===== src/rtl/sseg_pkg.sv =====
// Shared constants for the seven-segment scan driver: active-low segment
// patterns (bit 0 = segment a) for hex digits 0-F and the all-off pattern.
package sseg_pkg;

  localparam logic [0:6] SEG_0 = 7'b0000001;
  localparam logic [0:6] SEG_1 = 7'b1001111;
  localparam logic [0:6] SEG_2 = 7'b0010010;
  localparam logic [0:6] SEG_3 = 7'b0000110;
  localparam logic [0:6] SEG_4 = 7'b1001100;
  localparam logic [0:6] SEG_5 = 7'b0100100;
  localparam logic [0:6] SEG_6 = 7'b0100000;
  localparam logic [0:6] SEG_7 = 7'b0001111;
  localparam logic [0:6] SEG_8 = 7'b0000000;
  localparam logic [0:6] SEG_9 = 7'b0000100;
  localparam logic [0:6] SEG_A = 7'b0001000;
  localparam logic [0:6] SEG_B = 7'b1100000;
  localparam logic [0:6] SEG_C = 7'b0110001;
  localparam logic [0:6] SEG_D = 7'b1000010;
  localparam logic [0:6] SEG_E = 7'b0110000;
  localparam logic [0:6] SEG_F = 7'b0111000;

  localparam logic [0:6] SSEG_OFF = 7'b1111111;

endpackage


===== src/rtl/hex_to_sseg.sv =====
// Combinational nibble to active-low seven-segment decoder.
module hex_to_sseg
  import sseg_pkg::*;
(
  input  logic [3:0] nib_i,
  output logic [0:6] seg_o
);

  always_comb begin
    seg_o = SSEG_OFF;
    case (nib_i)
      4'h0: seg_o = SEG_0;
      4'h1: seg_o = SEG_1;
      4'h2: seg_o = SEG_2;
      4'h3: seg_o = SEG_3;
      4'h4: seg_o = SEG_4;
      4'h5: seg_o = SEG_5;
      4'h6: seg_o = SEG_6;
      4'h7: seg_o = SEG_7;
      4'h8: seg_o = SEG_8;
      4'h9: seg_o = SEG_9;
      4'hA: seg_o = SEG_A;
      4'hB: seg_o = SEG_B;
      4'hC: seg_o = SEG_C;
      4'hD: seg_o = SEG_D;
      4'hE: seg_o = SEG_E;
      4'hF: seg_o = SEG_F;
      default: seg_o = SSEG_OFF;
    endcase
  end

endmodule


===== src/rtl/sseg_scan_driver.sv =====
// Time-multiplexed common-anode seven-segment driver with frame-synchronous
// shadow update, leading-zero blanking, per-digit blink and decimal points.
module sseg_scan_driver
  import sseg_pkg::*;
#(
  parameter int N_DIGITS     = 4,
  parameter int SCAN_DIV     = 50000,
  parameter int GUARD        = 16,
  parameter int BLINK_FRAMES = 128
) (
  input  logic                  clk,
  input  logic                  rst_n,
  input  logic [4*N_DIGITS-1:0] value,
  input  logic [N_DIGITS-1:0]   dp,
  input  logic [N_DIGITS-1:0]   blink,
  input  logic                  lz_en,
  input  logic                  upd_req,
  output logic                  upd_ack,
  output logic [0:6]            sseg,
  output logic                  dp_n,
  output logic [N_DIGITS-1:0]   an,
  output logic                  frame_tick
);

  localparam int PC_W  = $clog2(SCAN_DIV);
  localparam int DIG_W = (N_DIGITS > 1) ? $clog2(N_DIGITS) : 1;
  localparam int BC_W  = (BLINK_FRAMES > 1) ? $clog2(BLINK_FRAMES) : 1;

  localparam logic [PC_W-1:0]  PC_TC    = PC_W'(SCAN_DIV - 1);
  localparam logic [PC_W-1:0]  PC_GUARD = PC_W'(GUARD);
  localparam logic [DIG_W-1:0] DIG_LAST = DIG_W'(N_DIGITS - 1);
  localparam logic [BC_W-1:0]  BC_LAST  = BC_W'(BLINK_FRAMES - 1);

  logic [PC_W-1:0]       pcnt_q, pcnt_d;
  logic [DIG_W-1:0]      dig_q, dig_d;
  logic [BC_W-1:0]       bcnt_q, bcnt_d;
  logic                  bph_q, bph_d;
  logic [4*N_DIGITS-1:0] val_sh_q, val_sh_d;
  logic [N_DIGITS-1:0]   dp_sh_q, dp_sh_d;
  logic [N_DIGITS-1:0]   an_q, an_d;
  logic [0:6]            sseg_q, sseg_d;
  logic                  dpn_q, dpn_d;
  logic                  ack_q, ack_d;
  logic                  ftick_q, ftick_d;

  logic                  tc, frame_b, lz_blank, blank;
  logic [3:0]            nib;
  logic [0:6]            seg_dec;

  assign tc      = (pcnt_q == PC_TC);
  assign frame_b = tc && (dig_q == DIG_LAST);

  // Scan position, blink phase and shadow capture all advance together so a
  // frame always shows one consistent value and one blink phase.
  always_comb begin
    pcnt_d   = tc ? '0 : pcnt_q + 1'b1;
    dig_d    = dig_q;
    bcnt_d   = bcnt_q;
    bph_d    = bph_q;
    val_sh_d = val_sh_q;
    dp_sh_d  = dp_sh_q;
    if (tc) dig_d = (dig_q == DIG_LAST) ? '0 : dig_q + 1'b1;
    if (frame_b) begin
      if (bcnt_q == BC_LAST) begin
        bcnt_d = '0;
        bph_d  = ~bph_q;
      end else begin
        bcnt_d = bcnt_q + 1'b1;
      end
      if (upd_req) begin
        val_sh_d = value;
        dp_sh_d  = dp;
      end
    end
  end

  assign nib = val_sh_q[4*dig_q +: 4];

  hex_to_sseg u_dec (
    .nib_i (nib),
    .seg_o (seg_dec)
  );

  // A digit is a leading zero when it and every more-significant digit is 0.
  always_comb begin
    lz_blank = lz_en && (dig_q != '0);
    for (int i = 0; i < N_DIGITS; i++) begin
      if ((DIG_W'(i) >= dig_q) && (val_sh_q[4*i +: 4] != 4'h0)) lz_blank = 1'b0;
    end
  end

  assign blank = (pcnt_q < PC_GUARD) || lz_blank || (bph_q && blink[dig_q]);

  always_comb begin
    an_d    = '1;
    sseg_d  = SSEG_OFF;
    dpn_d   = 1'b1;
    if (!blank) begin
      an_d   = ~(N_DIGITS'(1) << dig_q);
      sseg_d = seg_dec;
      dpn_d  = ~dp_sh_q[dig_q];
    end
    ack_d   = frame_b && upd_req;
    ftick_d = frame_b;
  end

  always_ff @(posedge clk or negedge rst_n) begin
    if (!rst_n) begin
      pcnt_q   <= '0;
      dig_q    <= '0;
      bcnt_q   <= '0;
      bph_q    <= 1'b0;
      val_sh_q <= '0;
      dp_sh_q  <= '0;
      an_q     <= '1;
      sseg_q   <= SSEG_OFF;
      dpn_q    <= 1'b1;
      ack_q    <= 1'b0;
      ftick_q  <= 1'b0;
    end else begin
      pcnt_q   <= pcnt_d;
      dig_q    <= dig_d;
      bcnt_q   <= bcnt_d;
      bph_q    <= bph_d;
      val_sh_q <= val_sh_d;
      dp_sh_q  <= dp_sh_d;
      an_q     <= an_d;
      sseg_q   <= sseg_d;
      dpn_q    <= dpn_d;
      ack_q    <= ack_d;
      ftick_q  <= ftick_d;
    end
  end

  assign an         = an_q;
  assign sseg       = sseg_q;
  assign dp_n       = dpn_q;
  assign upd_ack    = ack_q;
  assign frame_tick = ftick_q;

endmodule


===== config.mk =====
export PLATFORM = sky130hd
export DESIGN_NAME = sseg_scan_driver
export DESIGN_NICKNAME = d
export VERILOG_FILES = /design/src/rtl/sseg_pkg.sv /design/src/rtl/hex_to_sseg.sv /design/src/rtl/sseg_scan_driver.sv
export SDC_FILE = /design/constraint.sdc
export NUM_CORES = 1
export LEC_CHECK = 0
export ABC_CLOCK_PERIOD_IN_PS = 3400
export CAP_MARGIN = 40
export CORE_ASPECT_RATIO = 0.7
export CORE_UTILIZATION = 55
export DETAILED_ROUTE_END_ITERATION = 10
export GPL_TIMING_DRIVEN = 0
export PLACE_DENSITY = 0.8
export SYNTH_ARGS = -nofsm -noshare
export SYNTH_HDL_FRONTEND = slang
export SYNTH_SLANG_ARGS = --single-unit

===== constraint.sdc =====
create_clock -name clk -period 3.4 [get_ports clk]
set_clock_uncertainty 0.2 [all_clocks]
set_input_delay 0.68 -clock clk [delete_from_list [all_inputs] [get_ports clk]]
set_output_delay 0.68 -clock clk [all_outputs]
set_load 0.01 [all_outputs]

* Word level (Yosys, flattened, before mapping) *
Memory sizes are Yosys's and may differ from the RTL's.
Cells that the tools add are included.

operators by class
  add/subtract/negate cells = 3
  magnitude comparators = 6
  eq/ne operators = 3
  shift operators = 2
  muxes and demuxes = 14
  bitwise gates (word level) = 3
  reduce and logical (&&, ||, !) cells = 17

operators with widths
  operator               number
  $add 16x1->16 const B  1
  $eq 16x16->1 const B   1
  $lt 16x5->1 const B    1
  $mux 16                1
  $reduce_bool 4->1      4
  $shiftx 16x5->4        1
  $mux 7                 2
  $logic_and 1x1->1      8
  $add 7x1->7 const B    1
  $eq 7x7->1 const B     1
  $mux 1                 7
  $bmux 1 s2             2
  $ge 1x2->1 const A     2
  $ge 2x2->1 const A     2
  $mux 4                 1
  $not 4->4              1
  $reduce_and 2->1       2
  $shl 1x2->4 const A    1
  $lt 2x3->1 const B     1
  $add 2x1->2 const B    1
  $eq 2x2->1 const B     1
  $logic_or 1x1->1       2
  $mux 2                 1
  $not 1->1              2
  $reduce_bool 2->1      1

storage, ports and cells
  register bits = 60
  bits in read-only memories = 112
  input port bits = 28
  output and inout bits = 14
  word-level logic and storage cells = 60
  memories kept = 1

memories
  memory            words  width  rd ports  clocked after Yosys merged registers in  write ports  RTL line           source
  (name not given)  16     7      1         0                                        0            hex_to_sseg.sv:11  case (nib_i)

* Logic depth before layout (Yosys ltp) *
Gate-level depths: netlist of run 1.

  word-level depth = 9
  depth in mapped cells = 8
  gate-level depth less buffers = 6

* Hierarchy *
Synthesis of run 1 repeated with hierarchy kept, for this count alone.

unflattened totals
  cells, all modules = 242
  area, all modules = 3134.3 um^2

by module, submodules not included
  module            instances  cells an instance  area an instance (um^2)  sequential area each (um^2)
  sseg_scan_driver  1          210                2860.2                   1516.5
  hex_to_sseg       1          32                 274.0                    0.0

* Least setup slack after synthesis of run 1 *
No wires, ideal clock.

  path kind = reg-to-reg
  start point = reg dig_q[1]
  end point = reg sseg_q, in the netlist sseg[0]
  library setup time = 0.084 ns
  arrival = 2.519 ns
  data required time = 3.116 ns
  slack = 0.597 ns
  stages on the path, launching flop included = 9
  buffers on the path = 2
  period minus slack after synthesis = 2.803 ns
  cells stage by stage = dfrtp_1 -> buf_1 -> inv_1 -> ha_1 -> or4b_2 -> a2111oi_0 -> a211oi_1 -> clkbuf_1 -> o2111ai_1

on the way
  longest elaborated chain between the ends = 9
  elaborated cells on any way between the ends = 22
  those cells by class = order compare (4); shift (1); mux (7); reduce/logical (9); memory (1)

ends and longest elaborated chain
  element                                               RTL line                 source
  start, declared                                       sseg_scan_driver.sv:35   logic [DIG_W-1:0] dig_q, dig_d;
  start signal, assigned                                sseg_scan_driver.sv:122  dig_q <= dig_d;
  branches (longest 8 deep; another with $mem_v2 16x7)  --
  $mux 7 (*)                                            sseg_scan_driver.sv:98   if (!blank) begin
  net sseg_d (one bit)                                  sseg_scan_driver.sv:41   logic [0:6] sseg_q, sseg_d;
  end signal, assigned                                  sseg_scan_driver.sv:128  sseg_q <= sseg_d;
  end, declared                                         sseg_scan_driver.sv:41

Mark *: on every way through the listed nets, which the timed path passes. The select of a mux whose other input is x is not followed.
A chain may end at the register's enable or synchronous reset.

* Worst setup path after layout of run 1 *
Same ends and word-level chain as after synthesis.

==> results.json, run 1 <==
{
  "power_frac_seq_pct": 45.9,
  "io_buffers": 41,
  "yosysSeqAreaShare_pct": 49.8,
  "post-route-period-util_pct": 91.3,
  "drcViolationCount": 0,
  "layout.area.seq_mm2": 0.00152,
  "dp_slack_ns": 0.0309,
  "critPathTopFamily": "buffers and inverters",
  "layout.nets": 339,
  "swShare_pct": 18.5,
  "hold_viol": 0,
  "fin_ws_ns": 0.295,
  "critPathMaxStageDelay_ns": 0.68,
  "clk_latency_ns": 0.34,
  "dieArea_mm2": 0.00584,
  "multi_input_area_mm2": 0.00145,
  "reg2regPathDepth": 8,
  "cts.repair.resized": 1,
  "internal-power_uw": 1270,
  "grt_pass1_vias": 2026,
  "synth_ff_type": "dfrtp_1",
  "rows": 22,
  "fillers": 387,
  "clockRootBuffer": "clkbuf_8",
  "wl_per_cell_um": 16.5,
  "htreeDepth": 3,
  "max_freq_ghz": 0.322,
  "vdd_drop_max_uv": 271,
  "synth_edf_count": 0,
  "worst_r2r_startpoint": "dig_q[1]",
  "drive_gt1_share_pct": 22.8,
  "cts_buffers": 9,
  "num_vias": 2119,
  "start_util_pct": 57.6,
  "grt_pass1_wl_um": 10200,
  "drtIter0Drc": 129,
  "r2r_setup_slack_ns": 0.30,
  "drv_cap": 0,
  "cts_tree": "built",
  "clockBufferDepth": 2,
  "crit_path_start_kind": "flop",
  "hold_ws_ns": 0.170,
  "cts_hold_buffers": 0,
  "die_y_um": 64.2,
  "status": "finished, final reports clean",
  "drv_slew": 0,
  "rr_endpoint": "sseg[0]",
  "tightest_slew_ns": 0.661,
  "arrival_ns": 3.15,
  "crit_slowest_cell": "or4b_2",
  "grt_antenna_before_repair": 0,
  "pwr-share-clk_pct": 51.0,
  "clkTransAtPathRegs_ns": 0.07,
  "p_per_area_mw_per_mm2": 409,
  "crit_buf_inv": 3,
  "tns_ns": 0,
  "grt_overflow": 0,
  "synthArstFlopShare_pct": 100,
  "core_area_mm2": 0.00529,
  "grtUsageTotal_pct": 23.6,
  "fin_util_pct": 72.1,
  "synth_cell_types": 46,
  "setup_viol": 0,
  "p_leak_uw": 0.00173,
  "synth_area_per_cell_um2": 12.4,
  "required_ns": 3.44,
  "combPwrFrac_pct": 3.1,
  "ant_nets": 0,
  "wirelength_um": 6170,
  "syn_area_mm2": 0.00304,
  "fin_crit_ns": 3.10,
  "critPathKind": "reg -> reg",
  "synth_warnings": 0,
  "via_per_inst": 5.65,
  "die_w_um": 90.9,
  "switchingPower_uw": 288,
  "place_congestion": 0.821,
  "postSynthNetCount": 286,
  "drt_pass1_iterations": 4,
  "ys_ff_latch": 60,
  "areaGrowthSynthToFinish_pct": 25.2,
  "n_antenna_cell": 0,
  "dpl.hpwl_um": 4450,
  "relSlewSlack_pct": 55.5,
  "grt_max_degree": 32,
  "cts_num_sinks": 60,
  "min_path_type": "in -> async",
  "critPathMaxFanout": 10,
  "end_kind": "flop",
  "path_cells": "buf_2, inv_1, ha_1, or4b_2, a2111oi_0, a211oi_1, clkbuf_1, o2111ai_1",
  "syn_inst": 245,
  "rsz0062_at_grt": "false",
  "postCtsSetupBuffers": 0,
  "io_pins": 42
}
-- layout by cell type (no fill, tap or decap), types with 4 or more instances in the layout --
cell             synthesis  final
xor2_1                   6      6
ha_1                    13     13
clkbuf_8                 0     11
clkbuf_1                 3      4
mux4_2                   6      6
mux2_4                  20     20
nor2_1                  11     11
o21ai_0                  8      8
xnor2_1                  8      8
dfstp_2                 12     12
and3_1                   5      5
inv_1                   10     10
dfrtp_1                 48     48
nand3_1                  7      7
mux2i_1                  7      7
nand2_1                 19     19
o221ai_1                 4      4
clkdlybuf4s50_1          0     40
nand4_1                  8      8
nor4_1                   4      4
-- worst max path at each step --
stage                      endpoint  cells past startpoint     start
final                       sseg[0]                      8  dig_q[1]
after global routing        sseg[0]                      8  dig_q[1]
after CTS                   sseg[0]                      8  dig_q[1]
after detailed placement    sseg[0]                      8  dig_q[1]
after global placement    pcnt_q[0]                      1     rst_n
after floorplan             sseg[0]                      8  dig_q[1]
-- flip-flops by register name, summed over array words and instances (netlist names) --
register	flops
dig_q	2
val_sh_q	16
upd_ack	1
an	4
frame_tick	1
bph_q	1
bcnt_q	7
sseg	7
dp_sh_q	4
pcnt_q	16
dp_n	1
-- cell type report --
type	count	share of cell area [%]
buffer	7	1.15
clock inverter	4	2.50
sequential	60	39.8
tap	72	2.36
multi-input combinational	168	38.0
timing repair buffer	42	11.2
inverter	10	0.985
clock buffer	12	4.07
-- routing by layer --
metal  share of wire [%]  track usage (%)  up-vias
li1                    -                -      998
met1                  48             32.1     1048
met5                   0                0        -
met4                 1.9             9.13        0
met3                 4.7             7.74       12
met2                  45             35.2       61
-- power by group through the flow --
stage	sequential, uW	clock (uW)	combinational, uW
final	715	795	48.8
after global routing	714	844	53.6
after CTS	715	807	50.1
after detailed placement	727	0	49.8
after global placement	727	0	46.5
after floorplan	727	0	1.64
-- logic make-up (layout without fill, tap and decap cells) --
group	after synthesis	after routing	share of synthesized area, %
AND/OR/NAND/NOR	78	78	14.4
flip-flops	60	60	49.8
multiplexers	36	36	17.7
AO/OA/AOI/OAI	27	27	6.09
buffers and inverters	17	75	2.63
XOR/XNOR	14	14	4.03
adder cells (fa/ha/maj)	13	13	5.35
-- Yosys cell counts, types with 5 or more instances --
library cell | n | area share [%]
o21ai_0 | 8 | 1.3
ha_1 | 13 | 5.3
nor2_1 | 11 | 1.4
and3_1 | 5 | 1.0
inv_1 | 10 | 1.2
dfrtp_1 | 48 | 39
nand4_1 | 8 | 1.6
nand3_1 | 7 | 1.2
mux4_2 | 6 | 4.4
mux2i_1 | 7 | 2.3
xor2_1 | 6 | 1.7
xnor2_1 | 8 | 2.3
nand2_1 | 19 | 2.3
mux2_4 | 20 | 9.9
dfstp_2 | 12 | 10
-- worst register-to-register path, stage by stage (launching register included) --
cell	delay [ns]
dfrtp_1	0.49
buf_2	0.35
inv_1	0.13
ha_1	0.23
or4b_2	0.68
a2111oi_0	0.31
a211oi_1	0.18
clkbuf_1	0.26
o2111ai_1	0.18
-- metrics by stage --
stage               power, uW  std cells  area (um2)
floorplan                 729        245        3040
global placement          774        358        3540
detailed placement        777        359        3560
CTS                      1570        375        3810
global route             1610        375        3810
finish                   1560        375        3810
No activity file was read; power rests on OpenSTA's default activity.
==> run 2, diff against run 1 <==
--- a/config.mk
+++ b/config.mk
@@ -10,8 +10,10 @@
 export CORE_ASPECT_RATIO = 0.7
 export CORE_UTILIZATION = 55
 export DETAILED_ROUTE_END_ITERATION = 10
+export GPL_ROUTABILITY_DRIVEN = 0
 export GPL_TIMING_DRIVEN = 0
-export PLACE_DENSITY = 0.8
+export PLACE_DENSITY_LB_ADDON = 0.15
+export SKIP_LAST_GASP = 1
 export SYNTH_ARGS = -nofsm -noshare
 export SYNTH_HDL_FRONTEND = slang
 export SYNTH_SLANG_ARGS = --single-unit
==> results.json, run 2 (synthesis results as in run 1) <==
{
  "final_cell_area_mm2": 0.00374,
  "drv_cap": 0,
  "cts_tree": "built",
  "cts_buffers": 9,
  "p_leak_uw": 0.00169,
  "reg2regPathDepth": 8,
  "arrival_ns": 3.11,
  "grt_max_degree": 34,
  "max_freq_ghz": 0.326,
  "worstSetupStartpoint": "dig_q[1]",
  "layout.nets": 339,
  "ant_nets": 0,
  "drive_gt1_share_pct": 22.8,
  "hold_ws_ns": 0.163,
  "grt_pass1_wl_um": 10400,
  "rsz0062_at_grt": "false",
  "clk_latency_ns": 0.34,
  "dieArea_mm2": 0.00584,
  "dpl.cell_count": 359,
  "min_path_type": "in -> async",
  "grt_overflow": 0,
  "io_pins": 42,
  "hold_viol": 0,
  "wirelength_um": 5930,
  "critPathKind": "reg -> reg",
  "fillers": 388,
  "critPathMaxFanout": 10,
  "die_y_um": 64.2,
  "stdcell_count": 375,
  "layout.area.seq_mm2": 0.00152,
  "postCtsSetupBuffers": 0,
  "num_vias": 2079,
  "grtUsageTotal_pct": 23.9,
  "vdd_drop_max_uv": 276,
  "grt_antenna_before_repair": 0,
  "core_area_mm2": 0.00529,
  "die_w_um": 90.9,
  "end_kind": "flop",
  "start_util_pct": 57.6,
  "worst_r2r_startpoint": "dig_q[1]",
  "relSlewSlack_pct": 51.4,
  "crit_path_start_kind": "flop",
  "drt_pass1_iterations": 4,
  "status": "finished, final reports clean",
  "drv_slew": 0,
  "setup_viol": 0,
  "drcViolationCount": 0,
  "via_per_inst": 5.54,
  "power_uw": 1340,
  "multi_input_area_mm2": 0.00145,
  "p_per_area_mw_per_mm2": 358,
  "dpl.hpwl_um": 4360,
  "fin_crit_ns": 3.07,
  "rr_endpoint": "sseg[0]",
  "n_antenna_cell": 0,
  "tightest_slew_ns": 0.722,
  "reg_top3": "pcnt_q x16, val_sh_q x16",
  "final_cell_mix": "dfrtp_1, clkdlybuf4s50_1, mux2_4, nand2_1, ha_1",
  "required_ns": 3.45,
  "rows": 22,
  "clockRootBuffer": "clkbuf_8",
  "htreeDepth": 3,
  "final_common_cell": "dfrtp_1",
  "post-route-period-util_pct": 90.2,
  "areaGrowthSynthToFinish_pct": 22.9,
  "r2r_setup_slack_ns": 0.33,
  "clkTransAtPathRegs_ns": 0.07,
  "placed_area_mm2": 0.00356,
  "io_buffers": 41,
  "clockBufferDepth": 2,
  "drtIter0Drc": 93,
  "cts_num_sinks": 60,
  "wl_per_cell_um": 15.8,
  "grt_pass1_vias": 2126
}
run 2: cell count changes in the layout (fill, tap and decap cells not counted):
cell / delta
buf_2: -1
clkinv_2: +1
clkbuf_2: +1
bufinv_16: -3
clkinvlp_4: +2
run 2: power breakdown:
part           switching (uW)  internal, uW  leakage, uW
clock                     274           301    0.0000884
sequential                  0           715     0.000781
combinational            18.1          30.0     0.000824
run 2: per-layer routing:
metal | GRT usage (%) | vias up | part of all wire, %
li1 | - | 1000 | -
met1 | 33.1 | 1015 | 49
met2 | 35.3 | 56 | 44
met3 | 8.21 | 8 | 5.7
met4 | 7.74 | 0 | 1.2
met5 | 0 | - | 0
run 2: layout make-up:
type	count	area share (%)
Buffer	7	1.17
Tap cell	72	2.41
Sequential cell	60	40.5
Clock buffer	12	4.15
Inverter	10	1.00
Clock inverter	4	0.669
Multi-Input combinational cell	168	38.7
Timing Repair Buffer	42	11.4
run 2: stage by stage:
stage               worst slack [ns]  setup TNS [ns]  util (%)
finish                         0.334               0      70.8
CTS                           0.0394               0      70.7
detailed placement            0.0720               0      67.3
global placement              -0.424          -20.24      67.0
global route                  0.0798               0      70.8
floorplan                      0.597               0         -
run 2: worst max path at each step:
stage / endpoint / depth (start not counted)
final: sseg[0] / 8
after global routing: sseg[0] / 8
after CTS: sseg[0] / 8
after detailed placement: sseg[0] / 8
after global placement: pcnt_q[0] / 1
after floorplan: sseg[0] / 8
run 2: worst max-delay path: stages, from the launching register on:
cell       delay, ns
dfrtp_1         0.49
clkbuf_2        0.35
inv_1           0.13
ha_1            0.22
or4b_2          0.67
a2111oi_0       0.32
a211oi_1        0.17
clkbuf_1        0.25
o2111ai_1       0.18
run 2: repair_timing:
item | CTS | global route
setup endpoints to repair | 0 | 10
hold buffers | 0 | 0
resized for setup | 0 | 1
